`src/rtl/mem_port_arbiter.sv`:
```
// mem_port_arbiter
// Shares one single-ported, fixed-latency memory between the instruction-fetch
// port (if_*) and the data port (d_*). Each access is serialised through an
// IDLE -> ACCESS (LATENCY cycles) -> RESP sequence. Data requests have
// priority, but after STARVE_LIMIT consecutive data grants taken while a fetch
// was waiting, the fetch is served next.
//
// Ports
//   clk, rst        clock, synchronous active-high reset
//   if_req/if_addr  fetch request and address
//   if_rdata        fetched word, registered, held until the next fetch read
//   if_ready        one-cycle completion pulse for the fetch port
//   if_stall        if_req & ~if_ready
//   d_rd/d_wr       data read / write request (both high = write)
//   d_addr/d_wdata  data address and write data
//   d_rdata         read data, registered, held until the next data read
//   d_ready         one-cycle completion pulse for the data port
//   mem_stall       (d_rd | d_wr) & ~d_ready
//   mem_en/mem_we   memory enable / write enable
//   mem_addr        memory address
//   mem_wdata       memory write data
//   mem_rdata       memory read data, valid in the LATENCY-th enable cycle
//   owner_d         current/last grant: 1 = data port, 0 = fetch port
module mem_port_arbiter #(
  parameter int LATENCY      = 2,
  parameter int STARVE_LIMIT = 4
) (
  input  logic        clk,
  input  logic        rst,
  input  logic        if_req,
  input  logic [31:0] if_addr,
  output logic [31:0] if_rdata,
  output logic        if_ready,
  output logic        if_stall,
  input  logic        d_rd,
  input  logic        d_wr,
  input  logic [31:0] d_addr,
  input  logic [31:0] d_wdata,
  output logic [31:0] d_rdata,
  output logic        d_ready,
  output logic        mem_stall,
  output logic        mem_en,
  output logic        mem_we,
  output logic [31:0] mem_addr,
  output logic [31:0] mem_wdata,
  input  logic [31:0] mem_rdata,
  output logic        owner_d
);

  localparam int LAT_W = (LATENCY > 1) ? $clog2(LATENCY) : 1;
  localparam int STV_W = (STARVE_LIMIT > 0) ? $clog2(STARVE_LIMIT + 1) : 1;
  localparam logic [LAT_W-1:0] LAT_LAST = LAT_W'(LATENCY - 1);
  localparam logic [STV_W-1:0] STV_MAX  = STV_W'(STARVE_LIMIT);

  typedef enum logic [1:0] {
    IDLE,
    ACCESS,
    RESP
  } state_t;

  state_t state;
  state_t stateNext;

  // Transaction latched at grant time; held for the whole ACCESS/RESP window
  logic             ownerQ;
  logic             wrQ;
  logic [31:0]      addrQ;
  logic [31:0]      wdataQ;
  logic [LAT_W-1:0] latCnt;
  logic [STV_W-1:0] starveCnt;

  logic dReq;
  logic starved;
  logic grantD;
  logic grantIf;
  logic latLast;

  // Arbitration: data wins unless the fetch port has been passed over
  // STARVE_LIMIT times in a row while it was waiting.
  assign dReq    = d_rd | d_wr;
  assign starved = if_req & (starveCnt == STV_MAX);
  assign grantD  = dReq & ~starved;
  assign grantIf = if_req & ~grantD;
  assign latLast = (latCnt == LAT_LAST);

  // State register
  always_ff @(posedge clk) begin
    if (rst) begin
      state <= IDLE;
    end else begin
      state <= stateNext;
    end
  end

  // Next state and state-decoded outputs
  always_comb begin
    stateNext = state;
    mem_en    = 1'b0;
    mem_we    = 1'b0;
    if_ready  = 1'b0;
    d_ready   = 1'b0;
    case (state)
      IDLE: begin
        if (grantD || grantIf) begin
          stateNext = ACCESS;
        end
      end
      ACCESS: begin
        mem_en = 1'b1;
        mem_we = wrQ;
        if (latLast) begin
          stateNext = RESP;
        end
      end
      RESP: begin
        if_ready  = ~ownerQ;
        d_ready   = ownerQ;
        stateNext = IDLE;
      end
      default: begin
        stateNext = IDLE;
      end
    endcase
  end

  // Grant capture and latency counter
  always_ff @(posedge clk) begin
    if (rst) begin
      ownerQ <= 1'b0;
      wrQ    <= 1'b0;
      addrQ  <= '0;
      wdataQ <= '0;
      latCnt <= '0;
    end else begin
      case (state)
        IDLE: begin
          if (grantD) begin
            ownerQ <= 1'b1;
            wrQ    <= d_wr;     // d_rd & d_wr resolves to a write
            addrQ  <= d_addr;
            wdataQ <= d_wdata;
            latCnt <= '0;
          end else if (grantIf) begin
            ownerQ <= 1'b0;
            wrQ    <= 1'b0;
            addrQ  <= if_addr;
            wdataQ <= '0;
            latCnt <= '0;
          end
        end
        ACCESS: begin
          latCnt <= latCnt + 1'b1;
        end
        default: begin
        end
      endcase
    end
  end

  // Starvation counter: counts data grants made while a fetch was waiting,
  // saturating at STARVE_LIMIT; any fetch grant clears it.
  always_ff @(posedge clk) begin
    if (rst) begin
      starveCnt <= '0;
    end else if (state == IDLE) begin
      if (grantD) begin
        if (if_req && (starveCnt != STV_MAX)) begin
          starveCnt <= starveCnt + 1'b1;
        end
      end else if (grantIf) begin
        starveCnt <= '0;
      end
    end
  end

  // Read data capture in the final ACCESS cycle; writes leave both untouched
  always_ff @(posedge clk) begin
    if (rst) begin
      if_rdata <= '0;
      d_rdata  <= '0;
    end else if ((state == ACCESS) && latLast && !wrQ) begin
      if (ownerQ) begin
        d_rdata <= mem_rdata;
      end else begin
        if_rdata <= mem_rdata;
      end
    end
  end

  assign mem_addr  = addrQ;
  assign mem_wdata = wdataQ;
  assign owner_d   = ownerQ;

  // Ready is state-decoded, so these stay free of combinational loops
  assign if_stall  = if_req & ~if_ready;
  assign mem_stall = dReq & ~d_ready;

endmodule

```
`config.mk`:
```
export PLATFORM = sky130hd
export DESIGN_NAME = mem_port_arbiter
export DESIGN_NICKNAME = d
export VERILOG_FILES = /design/src/rtl/mem_port_arbiter.sv
export SDC_FILE = /design/constraint.sdc
export NUM_CORES = 1
export LEC_CHECK = 0
export BUFFER_PORTS_ARGS = -buffer_cell sky130_fd_sc_hd__buf_2
export CAP_MARGIN = 20
export CORE_MARGIN = 2
export CORE_UTILIZATION = 41
export CTS_CLUSTER_SIZE = 16
export DETAILED_ROUTE_END_ITERATION = 10
export GPL_ROUTABILITY_DRIVEN = 0
export PLACE_DENSITY = 0.84
export SYNTH_ARGS = -nofsm -noshare
export SYNTH_HDL_FRONTEND = slang
export SYNTH_SLANG_ARGS = --single-unit
```
`constraint.sdc`:
```
create_clock -name clk -period 1.5 [get_ports clk]
set_input_delay 0.3 -clock clk [delete_from_list [all_inputs] [get_ports clk]]
set_output_delay 0.3 -clock clk [all_outputs]
set_load 0.01 [all_outputs]
```
==> results of run 1 <==
==> logic make-up after synthesis <==
group / Yosys count
AND/OR/NAND/NOR: 318
buffers and inverters: 58
adder cells (fa/ha/maj): 2
flip-flops: 136
AO/OA/AOI/OAI: 138
==> state kept, by name, indices dropped and copies added, names as in the netlist <==
| register | flops |
|---|---|
| latCnt | 1 |
| mem_wdata | 32 |
| owner_d | 1 |
| state | 2 |
| if_rdata | 32 |
| wrQ | 1 |
| starveCnt | 3 |
| d_rdata | 32 |
| mem_addr | 32 |
==> final cells by class <==
type,count,share of cell area [%]
Sequential cell,136,30.2
Multi-Input combinational cell,458,35.7
Clock inverter,11,1.35
Clock buffer,20,5.15
Inverter,3,0.152
Antenna cell,2,0.0552
Timing Repair Buffer,330,25.1
Tap cell,172,2.38
==> final timing paths <==
check / endpoint / cells after the start
setup / recovery: d_rdata[15]$_SDFFE_PP0P_ / 8
setup reg to reg: d_rdata[15]$_SDFFE_PP0P_ / 8
hold reg to reg: d_rdata[11]$_SDFFE_PP0P_ / 2
hold / removal: mem_wdata[26]$_SDFFE_PP0P_ / 3
==> per-layer routing <==
| metal | track usage, % | up-vias | routed length, um |
|---|---|---|---|
| li1 | - | 2779 | - |
| met1 | 25.7 | 2831 | 7770 |
| met2 | 36.5 | 335 | 10300 |
| met3 | 6.32 | 55 | 1570 |
| met4 | 9.49 | 0 | 694 |
| met5 | 0 | - | 0 |
==> layout by cell type, fill, tap and decap left out, drive strengths merged <==
cell	Yosys	final
inv	3	4
clkinvlp	0	4
nand2	231	231
or3	2	2
nor2	36	36
nor3b	2	2
dfxtp	136	136
nand4	1	1
or2	1	1
o21ai	2	2
buf	33	319
clkbuf	22	31
nand2b	2	2
nand3	34	34
a32oi	1	1
nor2b	1	1
nor3	1	1
bufinv	0	2
o21a	1	1
ha	2	2
a311oi	32	32
and4b	1	1
and3b	1	1
nand4b	1	1
diode	0	2
or4b	1	1
nor4b	1	1
and2	2	2
a21oi	102	102
clkinv	0	4
==> power by group <==
group	internal [mW]	leakage [nW]	switching (mW)
clock	2.57	0.280	1.61
combinational	0.856	2.79	1.04
sequential	3.83	1.11	0.125
total	7.26	4.18	2.78
==> worst min-delay path, delay by kind of cell <==
family	cells	cell delay, ps
AOI/OAI and AO/OA	1	50
buffers and inverters	1	90
and+or+nand+nor	1	50
==> metrics by stage <==
stage / utilization, % / worst slack [ps] / instances / hold slack, ps / power (mW)
2_1_floorplan: - / 18.6 / 652 / 436 / 4.83
3_3_place_gp: 55.6 / -57.0 / 1070 / 439 / 5.44
3_5_place_dp: 55.6 / -118 / 1070 / 444 / 5.47
4_1_cts: 61.3 / -96.7 / 1108 / 116 / 9.66
5_1_grt: 71.5 / -222 / 1132 / 124 / 10.4
6_report: 71.5 / -190 / 1132 / 132 / 10.0
==> timing repair <==
| item | CTS | global route |
|---|---|---|
| gates resized for setup | 16 | 249 |
| gates cloned | 1 | 15 |
| endpoints found under the setup margin | 38 | 134 |
| setup buffers | 6 | 7 |
| pin swaps | 3 | 140 |
==> results.sh, run 1 <==
export IMPL_status="finished, violations left"
export IMPL_violations="negative setup slack"
export IMPL_ff2ff_setup_slack_ps=-190
export IMPL_num_fill_cells=856
export IMPL_clk_path_buf_depth=2
export IMPL_htreeDepth=4
export IMPL_io_buffer_count=267
export IMPL_ios=268
export IMPL_ant_nets=0
export IMPL_hpwl_mm=10.5
export IMPL_synth_top_area_share_pct=50.8
export IMPL_maxSlewViolCount=0
export IMPL_clk_latency_ps=410
export IMPL_viasPerCell=5.30
export IMPL_synth_nets=787
export IMPL_setup_tns_ps=-7420
export IMPL_max_freq_ghz=0.592
export IMPL_nets=1081
export IMPL_dieHeight_um=118
export IMPL_multiInputGateArea_um2=3230
export IMPL_hold_viol=0
export IMPL_first_pass_iters=4
export IMPL_worstSetupStartpointType="flip-flop"
export IMPL_critical_path_arrival_ps=2010
export IMPL_ys_flop_type="dfxtp_1"
export IMPL_yosysWarningCount=0
export IMPL_slowest_delay_ps=340
export IMPL_crit_buf_inv=4
export IMPL_cts_sinks=136
export IMPL_synthCells=652
export IMPL_regArea_um2=2730
export IMPL_core_area_um2=12700
export IMPL_ys_ff_latch=136
export IMPL_worst_clock_skew_ps=6.31
export IMPL_synth_top_area_cell="dfxtp_1"
export IMPL_setup_violations=97
export IMPL_fin_ws_ps=-190
export IMPL_grt_first_pass_wirelength_mm=24.6
export IMPL_synthToLayoutAreaGrowth_pct=69.1
export IMPL_end_kind="flip-flop"
export IMPL_design_die_area_um2=14000
export IMPL_setup_worst_path_start="state[1]$_SDFFE_PP0P_"
export IMPL_vias=6000
export IMPL_synth_simple_area_share_pct=24.4
export IMPL_cts_tree="yes"
export IMPL_cts_buffers=17
export IMPL_grtUsageTotal_pct=21.7
export IMPL_synthAdderAreaFrac_pct=0.467
export IMPL_hold_path_class="in -> reg"
export IMPL_p_per_area_nw_per_um2=1110
export IMPL_rows=41
export IMPL_post_synth_top_count_cell="nand2_1"
export IMPL_period_needed_ps=1690
export IMPL_synth_area_um2=5360
export IMPL_drt_iter0_markers=527
export IMPL_grt_max_degree=45
export IMPL_drive_gt1_share_pct=60.1
export IMPL_crit_path_top_delay_cell="and4b_4"
export IMPL_synth_edf_count=0
export IMPL_avgSynthCellArea_um2=8.22
export IMPL_place_area_um2=7050
export IMPL_worstSetupPathType="reg -> reg"
export IMPL_finalCritPeriodShare_pct=113
export IMPL_min_delay_start="d_wdata[26]"
export IMPL_drt_total_wl_mm=20.3
export IMPL_grt_overflow=0
export IMPL_required_ps=1820
export IMPL_p_leak_nw=4.18
export IMPL_path_clk_slew_ps=60
export IMPL_crit_family="simple AND/OR/NAND/NOR gates"
export IMPL_cap_violations=0
export IMPL_antenna_found_initial=2
export IMPL_synth_async_reset_ratio_pct=0
export IMPL_synth_top_family_by_area="simple AND/OR/NAND/NOR gates"
export IMPL_cts_root_buf="clkbuf_16"
export IMPL_critPathMostFrequentCell="buf_6"
export IMPL_tightest_slew_ps=503
export IMPL_synth_xor_area_share_pct=0
export IMPL_synthMuxAreaShare_pct=0
export IMPL_drc=0
export IMPL_start_util_pct=42.3
export IMPL_yosysUniqueCellTypes=33
export IMPL_relSlewSlack_pct=66.5
export IMPL_yosys_top_cells_area="dfxtp_1 51%, nand2_1 16%, a21oi_1 9.5%, a311oi_2 8.1%, nand3_1 3.2%"
export IMPL_r2r_start="state[1]$_SDFFE_PP0P_"
export IMPL_grt_pass1_vias=5135
export IMPL_synth_commonest_cells="231 x nand2_1, 136 x dfxtp_1, 102 x a21oi_1"
export IMPL_ir_worst_vdd_mv=0.660
export IMPL_rsz0062_at_grt="true"
export IMPL_crit_chain="nand2b_4 > buf_6 > inv_4 > buf_6 > and4b_4 > clkbuf_16 > nand2_1 > a21oi_1"
export IMPL_crit_fanout=8
export IMPL_postCtsHoldBufs=0
export IMPL_synth_compound_area_share_pct=18.7
export IMPL_avgRoutedWirePerCell_um=17.9
export IMPL_fin_area_um2=9060
export IMPL_seq_area_frac_synth_pct=50.8
export IMPL_die_x_um=118
(Power assumes the default switching activity.)
==> run 2: changes to the inputs <==
- ABC_AREA: not set -> 1
- CORE_UTILIZATION: 41 -> 44
- PLACE_DENSITY: 0.84 -> 0.85
==> run 2 against run 1 <==
The flow now finishes without violations. Setup slack improved by 200 ps. Non-clock buffer count fell by 28. Final area decreased by 0.17%. Die area rose by 15%. Area after synthesis grew 24%. Critical path depth is 3 lower. Clock power rose by 6.0%. Register-to-register slack gained 220 ps. Sequential share of layout area about the same. Largest power group unchanged.
==> results.sh, run 2 <==
export IMPL_crit_path_top_delay_cell="dfxtp_2"
export IMPL_yosys_top_cells_area="dfxtp_1 41%, nor2_1 15%, inv_1 13%, nand2_1 12%, nand3_1 7.5%"
export IMPL_htreeDepth=4
export IMPL_worstSetupPathType="reg -> out"
export IMPL_finalCritPeriodShare_pct=99.4
export IMPL_hpwl_mm=12.2
export IMPL_p_per_area_nw_per_um2=1140
export IMPL_drt_total_wl_mm=18.1
export IMPL_crit_fanout=4
export IMPL_path_clk_slew_ps=60
export IMPL_cap_violations=0
export IMPL_rsz0062_at_grt="true"
export IMPL_crit_chain="inv_4 > nand2_4 > o21ai_1 > inv_1 > buf_2"
export IMPL_synth_commonest_cells="269 x nor2_1, 237 x inv_1, 204 x nand2_1"
export IMPL_yosysUniqueCellTypes=20
export IMPL_synth_top_area_cell="dfxtp_1"
export IMPL_ys_ff_latch=136
export IMPL_hold_viol=0
export IMPL_drive_gt1_share_pct=25.7
export IMPL_clk_path_buf_depth=2
export IMPL_avgSynthCellArea_um2=6.08
export IMPL_dieHeight_um=127
export IMPL_synth_nets=1227
export IMPL_design_die_area_um2=16100
export IMPL_seq_area_frac_synth_pct=41.0
export IMPL_cts_buffers=17
export IMPL_yosysWarningCount=0
export IMPL_grtUsageTotal_pct=21.5
export IMPL_maxSlewViolCount=0
export IMPL_worst_clock_skew_ps=8.28
export IMPL_grt_pass1_vias=6336
export IMPL_slowest_delay_ps=350
export IMPL_cts_tree="yes"
export IMPL_ys_flop_type="dfxtp_1"
export IMPL_postCtsHoldBufs=0
export IMPL_first_pass_iters=7
export IMPL_critical_path_arrival_ps=1190
export IMPL_clk_latency_ps=420
export IMPL_period_needed_ps=1490
export IMPL_tightest_slew_ps=382
export IMPL_grt_max_degree=66
export IMPL_die_x_um=127
export IMPL_setup_tns_ps=0
export IMPL_viasPerCell=4.56
export IMPL_drt_iter0_markers=366
export IMPL_grt_first_pass_wirelength_mm=28.5
export IMPL_final_cell_mix="267 x nor2_1, 267 x buf_2, 236 x inv_1, 202 x nand2_1, 132 x dfxtp_1"
export IMPL_end_kind="output pin"
export IMPL_diodes=0
export IMPL_relSlewSlack_pct=74.6
export IMPL_status="finished, final reports clean"
export IMPL_avgRoutedWirePerCell_um=11.7
export IMPL_cts_sinks=136
export IMPL_synth_async_reset_ratio_pct=0
export IMPL_ant_nets=0
export IMPL_nets=1485
export IMPL_grt_overflow=0
export IMPL_p_leak_nw=5.08
export IMPL_required_ps=1200
export IMPL_drc=0
export IMPL_worstSetupStartpointType="flip-flop"
export IMPL_vias=7051
export IMPL_worst_hold_slack_ps=173
export IMPL_antenna_found_initial=1
export IMPL_max_freq_ghz=0.671
export IMPL_synthCells=1092
export IMPL_synth_area_um2=6640
export IMPL_post_synth_top_count_cell="nor2_1"
export IMPL_synth_top_area_share_pct=41.0
export IMPL_ir_worst_vdd_mv=0.758
export IMPL_cts_root_buf="clkbuf_16"
export IMPL_io_buffer_count=267
export IMPL_hold_path_class="in -> reg"
export IMPL_ios=268
export IMPL_synth_edf_count=0
export IMPL_setup_violations=0
export IMPL_core_area_um2=14600
export IMPL_rows=44
export IMPL_fin_util_pct=61.8
export IMPL_synthToLayoutAreaGrowth_pct=36.2
export IMPL_start_util_pct=45.3
export IMPL_ff2ff_setup_slack_ps=30
run 2: area by class of cell:
class / instances / area, um2
multi-input cells: 654 / 2760
clock inverters: 14 / 199
repair buffers: 302 / 1800
clock buffers: 17 / 425
well taps: 184 / 230
flip-flops and latches: 136 / 2730
inverters: 239 / 901
fillers: 1324 / 5600
run 2: path summary, 6_finish.rpt:
check                                start                        end  cells past startpoint
setup / recovery     state[0]$_SDFFE_PP0P_                  mem_stall                      5
hold / removal                 if_addr[18]  mem_addr[18]$_SDFFE_PP0P_                      5
setup reg to reg     state[1]$_SDFFE_PP0P_  if_rdata[12]$_SDFFE_PP0P_                      8
hold reg to reg   d_rdata[20]$_SDFFE_PP0P_   d_rdata[20]$_SDFFE_PP0P_                      4
run 2: metrics by stage:
stage | instances | setup slack, ps | total power [mW] | instance area [um2]
floorplan | 1092 | 14.7 | 5.18 | 6640
global placement | 1507 | 37.3 | 5.87 | 8240
detailed placement | 1507 | -20.1 | 5.91 | 8240
CTS | 1538 | -11.0 | 10.4 | 8890
global route | 1546 | -75.0 | 10.8 | 9040
finish | 1546 | 8.58 | 10.3 | 9040
run 2: worst max-delay path: cells and delay by family, from the launching register on:
| family | cells | cell delay (ps) |
|---|---|---|
| buffers and inverters | 3 | 250 |
| flip-flops | 1 | 350 |
| AND/OR/NAND/NOR | 1 | 60 |
| AO/OA/AOI/OAI | 1 | 110 |
run 2: report_power, final:
part | internal [mW] | total (mW) | switching, mW | leakage, nW
Clock | 2.78 | 4.43 | 1.65 | 0.292
Combinational | 0.790 | 1.90 | 1.11 | 3.67
Sequential | 3.87 | 4.01 | 0.138 | 1.11
Total | 7.45 | 10.3 | 2.90 | 5.08
run 2: what timing repair did:
action / CTS / global route
setup buffers: 0 / 5
pin swaps: 0 / 2
cloned: 0 / 3
resized for setup: 13 / 10
setup endpoints to repair: 6 / 116
run 2: cell families (layout without fill, tap and decap cells):
kind of cell,count (synthesis),after routing,share of synthesized area (%)
AOI/OAI and AO/OA,72,72,5.43
DFF,136,136,41.0
xor gates and xnor gates,2,2,0.264
buffers and inverters,302,572,18.1
and+or+nand+nor,578,578,34.8
adders and majority gates,2,2,0.377
run 2: routing by layer:
| metal | wire (um) | vias up | global-route usage, % |
|---|---|---|---|
| met5 | 13 | - | 0 |
| met4 | 508 | 2 | 8.66 |
| met1 | 7650 | 3021 | 25.9 |
| li1 | - | 3696 | - |
| met3 | 1430 | 43 | 6.28 |
| met2 | 8460 | 289 | 36.2 |
